--- src/rtl/idli_io_port_m.sv ---
`timescale 1ns/1ps
// Bridges nibble-serial core word slots to a 4-bit valid/ready link.
// TX: word assembly -> FIFO -> serializer. RX: deserializer -> one-word holding buffer.
module idli_io_port_m #(
  parameter int unsigned TX_DEPTH = 2
) (
  input  logic       i_iop_gck,
  input  logic       i_iop_rst_n,
  input  logic [1:0] i_iop_nib,
  input  logic       i_iop_wr_en,
  input  logic [3:0] i_iop_wr_data,
  input  logic       i_iop_rd_en,
  output logic [3:0] o_iop_rd_data,
  output logic       o_iop_tx_full,
  output logic       o_iop_rx_avail,
  output logic       o_iop_ovf,
  output logic       o_iop_tx_vld,
  output logic [3:0] o_iop_tx_data,
  input  logic       i_iop_tx_rdy,
  input  logic       i_iop_rx_vld,
  input  logic [3:0] i_iop_rx_data,
  output logic       o_iop_rx_rdy
);

  localparam int unsigned AW = $clog2(TX_DEPTH);
  localparam int unsigned CW = AW + 1;

  typedef enum logic {ST_IDLE, ST_SEND} tx_state_e;

  tx_state_e       state_q, state_d;
  logic [15:0]     wr_sr_q, wr_sr_d;
  logic [15:0]     fifo_q [TX_DEPTH];
  logic [15:0]     fifo_d [TX_DEPTH];
  logic [AW-1:0]   wr_ptr_q, wr_ptr_d, rd_ptr_q, rd_ptr_d;
  logic [CW-1:0]   count_q, count_d;
  logic            ovf_q, ovf_d;
  logic [15:0]     tx_sr_q, tx_sr_d;
  logic [1:0]      tx_cnt_q, tx_cnt_d;
  logic [15:0]     rx_sr_q, rx_sr_d, rx_buf_q, rx_buf_d;
  logic [1:0]      rx_cnt_q, rx_cnt_d;
  logic            rx_avail_q, rx_avail_d;
  logic            slot_q, slot_d;

  logic        push_req, push_ok, pop, fifo_empty, fifo_full;
  logic        rx_take, slot_ok;
  logic [15:0] push_word;

  assign fifo_empty = (count_q == '0);
  assign fifo_full  = (count_q == CW'(TX_DEPTH));
  assign push_req   = i_iop_wr_en && (i_iop_nib == 2'd3);
  assign push_word  = {i_iop_wr_data, wr_sr_q[15:4]};

  // Serializer: a pop happens on the IDLE load or on the last-nibble handshake.
  always_comb begin
    state_d  = state_q;
    tx_sr_d  = tx_sr_q;
    tx_cnt_d = tx_cnt_q;
    pop      = 1'b0;
    case (state_q)
      ST_IDLE: begin
        if (!fifo_empty) begin
          pop      = 1'b1;
          tx_sr_d  = fifo_q[rd_ptr_q];
          tx_cnt_d = 2'd0;
          state_d  = ST_SEND;
        end
      end
      ST_SEND: begin
        if (i_iop_tx_rdy) begin
          if (tx_cnt_q == 2'd3) begin
            tx_cnt_d = 2'd0;
            if (!fifo_empty) begin
              pop     = 1'b1;
              tx_sr_d = fifo_q[rd_ptr_q];
            end else begin
              tx_sr_d = {4'h0, tx_sr_q[15:4]};
              state_d = ST_IDLE;
            end
          end else begin
            tx_sr_d  = {4'h0, tx_sr_q[15:4]};
            tx_cnt_d = tx_cnt_q + 2'd1;
          end
        end
      end
      default: state_d = ST_IDLE;
    endcase
  end

  always_comb begin
    wr_sr_d  = wr_sr_q;
    fifo_d   = fifo_q;
    wr_ptr_d = wr_ptr_q;
    rd_ptr_d = rd_ptr_q;
    count_d  = count_q;
    push_ok  = push_req && (!fifo_full || pop);
    ovf_d    = ovf_q | (push_req && !push_ok);
    if (i_iop_wr_en) wr_sr_d = push_word;
    if (push_ok) begin
      fifo_d[wr_ptr_q] = push_word;
      wr_ptr_d         = wr_ptr_q + 1'b1;
    end
    if (pop) rd_ptr_d = rd_ptr_q + 1'b1;
    case ({push_ok, pop})
      2'b10:   count_d = count_q + CW'(1);
      2'b01:   count_d = count_q - CW'(1);
      default: count_d = count_q;
    endcase
  end

  // The nib-0 read decision is latched so a mid-slot rx_avail rise cannot join the slot.
  always_comb begin
    rx_sr_d    = rx_sr_q;
    rx_cnt_d   = rx_cnt_q;
    rx_buf_d   = rx_buf_q;
    rx_avail_d = rx_avail_q;
    slot_ok    = (i_iop_nib == 2'd0) ? (i_iop_rd_en && rx_avail_q) : (i_iop_rd_en && slot_q);
    slot_d     = (i_iop_nib == 2'd0) ? slot_ok : slot_q;
    o_iop_rx_rdy = !(rx_avail_q && (rx_cnt_q == 2'd3));
    rx_take    = i_iop_rx_vld && o_iop_rx_rdy;
    if (slot_ok && (i_iop_nib == 2'd3)) rx_avail_d = 1'b0;
    if (rx_take) begin
      rx_sr_d  = {i_iop_rx_data, rx_sr_q[15:4]};
      rx_cnt_d = rx_cnt_q + 2'd1;
      if (rx_cnt_q == 2'd3) begin
        rx_buf_d   = {i_iop_rx_data, rx_sr_q[15:4]};
        rx_avail_d = 1'b1;
      end
    end
    o_iop_rd_data = slot_ok ? rx_buf_q[{i_iop_nib, 2'b00} +: 4] : 4'h0;
  end

  assign o_iop_tx_full  = fifo_full;
  assign o_iop_ovf      = ovf_q;
  assign o_iop_rx_avail = rx_avail_q;
  assign o_iop_tx_vld   = (state_q == ST_SEND);
  assign o_iop_tx_data  = o_iop_tx_vld ? tx_sr_q[3:0] : 4'h0;

  always_ff @(posedge i_iop_gck or negedge i_iop_rst_n) begin
    if (!i_iop_rst_n) begin
      state_q    <= ST_IDLE;
      wr_sr_q    <= '0;
      for (int unsigned i = 0; i < TX_DEPTH; i++) fifo_q[i] <= '0;
      wr_ptr_q   <= '0;
      rd_ptr_q   <= '0;
      count_q    <= '0;
      ovf_q      <= 1'b0;
      tx_sr_q    <= '0;
      tx_cnt_q   <= '0;
      rx_sr_q    <= '0;
      rx_cnt_q   <= '0;
      rx_buf_q   <= '0;
      rx_avail_q <= 1'b0;
      slot_q     <= 1'b0;
    end else begin
      state_q    <= state_d;
      wr_sr_q    <= wr_sr_d;
      fifo_q     <= fifo_d;
      wr_ptr_q   <= wr_ptr_d;
      rd_ptr_q   <= rd_ptr_d;
      count_q    <= count_d;
      ovf_q      <= ovf_d;
      tx_sr_q    <= tx_sr_d;
      tx_cnt_q   <= tx_cnt_d;
      rx_sr_q    <= rx_sr_d;
      rx_cnt_q   <= rx_cnt_d;
      rx_buf_q   <= rx_buf_d;
      rx_avail_q <= rx_avail_d;
      slot_q     <= slot_d;
    end
  end

endmodule

--- config.mk ---
export PLATFORM = sky130hd
export DESIGN_NAME = idli_io_port_m
export DESIGN_NICKNAME = d
export VERILOG_FILES = /design/src/rtl/idli_io_port_m.sv
export SDC_FILE = /design/constraint.sdc
export NUM_CORES = 1
export LEC_CHECK = 0
export CORE_MARGIN = 1
export CORE_UTILIZATION = 60
export CTS_BUF_LIST = sky130_fd_sc_hd__clkbuf_8 sky130_fd_sc_hd__clkbuf_16
export DETAILED_ROUTE_END_ITERATION = 8
export HOLD_SLACK_MARGIN = 0.02
export PLACE_DENSITY = 0.81
export SYNTH_ARGS = -nofsm -noshare
export SYNTH_HDL_FRONTEND = slang
export SYNTH_SLANG_ARGS = --single-unit
--- constraint.sdc ---
create_clock -name i_iop_gck -period 4.06 [get_ports i_iop_gck]
set_input_delay 0.609 -clock i_iop_gck [delete_from_list [all_inputs] [get_ports i_iop_gck]]
set_output_delay 0.609 -clock i_iop_gck [all_outputs]
set_load 0.005 [all_outputs]
==> flow_summary.json <==
{
  "relSlewSlack_pct": 29.2,
  "clk_path_buf_depth": 2,
  "final-instance-count-excl-fill": 445,
  "initial_core_util_pct": 63.5,
  "grt_max_degree": 78,
  "setup_slack_ns": 0.834,
  "finalClockSkew_ns": 0.0135,
  "cts_resized": 0,
  "p_leak_nw": 2.09,
  "num_vias": 2606,
  "clk_latency_ns": 0.36,
  "port_buffers": 28,
  "p_seq_share_pct": 50.4,
  "hp-class": "input pin to async pin",
  "cellPowerDensity_nw_per_um2": 703,
  "reg2reg_depth": 4,
  "num-fill-cells": 489,
  "postSynthAreaPerCell_um2": 13.8,
  "dp_hpwl_mm": 4.65,
  "finalCriticalPeriod_ns": 3.23,
  "register_area_um2": 2500,
  "ys_seq_area_share_pct": 56.4,
  "setup_viol": 0,
  "postLayoutCellArea_um2": 4960,
  "cellInternalPower_mw": 2.37,
  "crit_required_ns": 3.45,
  "cts_tree": "done",
  "die_w_um": 88.0,
  "cap_violations": 0,
  "clkPwrFrac_pct": 17.3,
  "critPathMaxFanout": 10,
  "synth_fp_nets": 339,
  "post-cts-setup-buffers": 0,
  "drive_above_1_share_pct": 27.8,
  "ios": 29,
  "pre_cts_slack_ns": 0.844,
  "crit_path_end_kind": "output pin",
  "cts_root_buf": "clkbuf_8",
  "place_inst": 429,
  "hold_buffers": 0,
  "power_mw": 3.49,
  "fin_setup_tns_ns": 0,
  "htreeDepth": 3,
  "p_switching_mw": 1.12,
  "fin_nets": 362,
  "place_congestion": 0.732,
  "grt_first_pass_wirelength_mm": 12.7,
  "power_frac_comb_pct": 32.4,
  "drt_wl_total_mm": 7.41,
  "yosys_warnings": 0,
  "rows": 30,
  "fin_crit_sh_pct": 79.5,
  "max_freq_mhz": 310,
  "path_clk_slew_ns": 0.10,
  "synthFlopType": "dfrtp_1",
  "crit_type": "input pin to output pin",
  "placed_area_um2": 4770,
  "drt-initial-drc-count": 115,
  "fp.dieH_um": 88.0,
  "tightest_slew_ns": 1.06,
  "firstDrtPassIters": 4,
  "syn_inst": 321,
  "sw_frac_of_total_pct": 32.2,
  "antenna_found_initial": 0,
  "wl_per_cell_um": 16.6,
  "synth-seq-cells": 100,
  "die_area_um2": 7740,
  "overflow": 0,
  "route.detailed.drc": 0,
  "rsz0062_at_grt": "no",
  "yosysUniqueCellTypes": 44,
  "async_flop_share_pct": 100,
  "cp-start-kind": "input pin",
  "synth_edf_count": 0,
  "grt_use_total_pct": 21.9,
  "coreArea_um2": 6980,
  "cts.sinks": 100,
  "via_per_inst": 5.86,
  "finalHoldViolCount": 0,
  "slew_violations": 0,
  "multi_input_area_um2": 1770,
  "diodes": 0,
  "outcome": "finished, final reports clean",
  "ant_nets": 0,
  "syn_to_final_growth_pct": 11.9,
  "syn_area_um2": 4430,
  "critPathArrivalTime_ns": 2.62,
  "grt_pass1_vias": 2561,
  "r2r_slack_ns": 1.62,
  "vdd_drop_max_uv": 327,
  "cts_buffers": 9
}
[power groups by stage]
stage	sequential, mW	clock, mW	combinational [mW]
final	1.76	0.602	1.13
after global routing	1.83	0.663	1.25
after CTS	1.76	0.625	1.14
after detailed placement	1.78	0	1.14
after global placement	1.76	0	1.10
after floorplan	1.61	0	0.976
[through the flow]
step / hold WS (ns) / util (%)
after floorplan: 0.313 / -
after global placement: 0.459 / 68.3
after detailed placement: 0.468 / 68.3
after CTS: 0.408 / 71.0
after global routing: 0.437 / 71.0
final: 0.372 / 71.0
[final timing paths]
| path | start | end |
|---|---|---|
| max in group asynchronous | i_iop_rst_n | fifo_q[8]$_DFFE_PN0P_ |
| max | i_iop_nib[0] | o_iop_rd_data[3] |
| min in group i_iop_gck | rx_cnt_q[0]$_DFFE_PN0P_ | rx_cnt_q[0]$_DFFE_PN0P_ |
| min | i_iop_rst_n | tx_sr_q[2]$_DFFE_PN0P_ |
| min reg2reg | rx_cnt_q[0]$_DFFE_PN0P_ | rx_cnt_q[0]$_DFFE_PN0P_ |
| max reg2reg | o_iop_tx_vld$_DFF_PN0_ | tx_sr_q[5]$_DFFE_PN0P_ |
[Yosys cell counts, types with 2 or more instances]
cell / n / area share [%]
dfrtp_1: 100 / 56
mux2_2: 63 / 16
nor2b_1: 18 / 2.5
inv_1: 13 / 1.1
a221o_1: 12 / 2.7
a22o_1: 12 / 2.4
a311oi_1: 12 / 2.4
buf_2: 11 / 1.2
mux2_1: 10 / 2.5
clkbuf_1: 9 / 0.76
and2_1: 5 / 0.71
mux2i_1: 5 / 1.1
a21oi_1: 4 / 0.45
mux4_2: 4 / 2.0
nor2_1: 4 / 0.34
o2bb2ai_1: 4 / 0.79
nand2_1: 3 / 0.25
buf_4: 2 / 0.34
ha_1: 2 / 0.56
nand4_1: 2 / 0.28
o21ai_0: 2 / 0.23
xor2_1: 2 / 0.40
[routing by layer]
layer	vias to the layer above	share of wire, %	track usage (%)
li1	1226	-	-
met1	1331	48	30.8
met2	43	47	34.0
met3	6	3.6	5.84
met4	0	0.77	5.66
met5	-	0	0
[cell type report]
class | instances | area share [%]
clock inverters | 7 | 1.34
flip-flops and latches | 100 | 50.5
well taps | 96 | 2.42
multi-input cells | 185 | 35.6
clock buffers | 9 | 2.50
inverters | 13 | 0.984
repair buffers | 35 | 6.66
[state kept, by name, summed over array words and instances, names as in the netlist]
name	cells
fifo_q	32
rx_buf_q	16
tx_sr_q	16
rx_sr_q	12
wr_sr_q	12
count_q	2
rx_cnt_q	2
tx_cnt_q	2
o_iop_ovf	1
o_iop_rx_avail	1
o_iop_tx_vld	1
rd_ptr_q	1
slot_q	1
wr_ptr_q	1
[logic make-up after synthesis]
| group | count (synthesis) | synth area share (%) |
|---|---|---|
| AO/OA/AOI/OAI | 57 | 11.4 |
| adder cells (fa/ha/maj) | 2 | 0.564 |
| flip-flops | 100 | 56.4 |
| buffers and inverters | 36 | 3.70 |
| XOR/XNOR | 3 | 0.593 |
| multiplexers | 82 | 21.7 |
| AND/OR/NAND/NOR | 41 | 5.64 |
[critical path, cell delays in order]
cell	delay, ns
clkdlybuf4s50_1	0.67
nor3b_1	0.34
o21ai_0	0.25
nor2b_1	0.22
clkdlybuf4s50_1	0.53
[placed cells by master (no fill, tap or decap), drive strengths merged, types with 2 or more instances in the layout]
cell type,n
nand4,2
clkdlybuf4s50,27
inv,17
nor2,4
and2,5
a311oi,12
o2bb2ai,4
o21ai,3
nand2,3
a21oi,5
mux2i,5
nor3,2
a221o,12
xor2,2
a22o,12
a211oi,2
mux4,4
dfrtp,100
clkinvlp,2
buf,8
nor2b,18
mux2,73
ha,2
clkbuf,9
(Power assumes the default switching activity.)
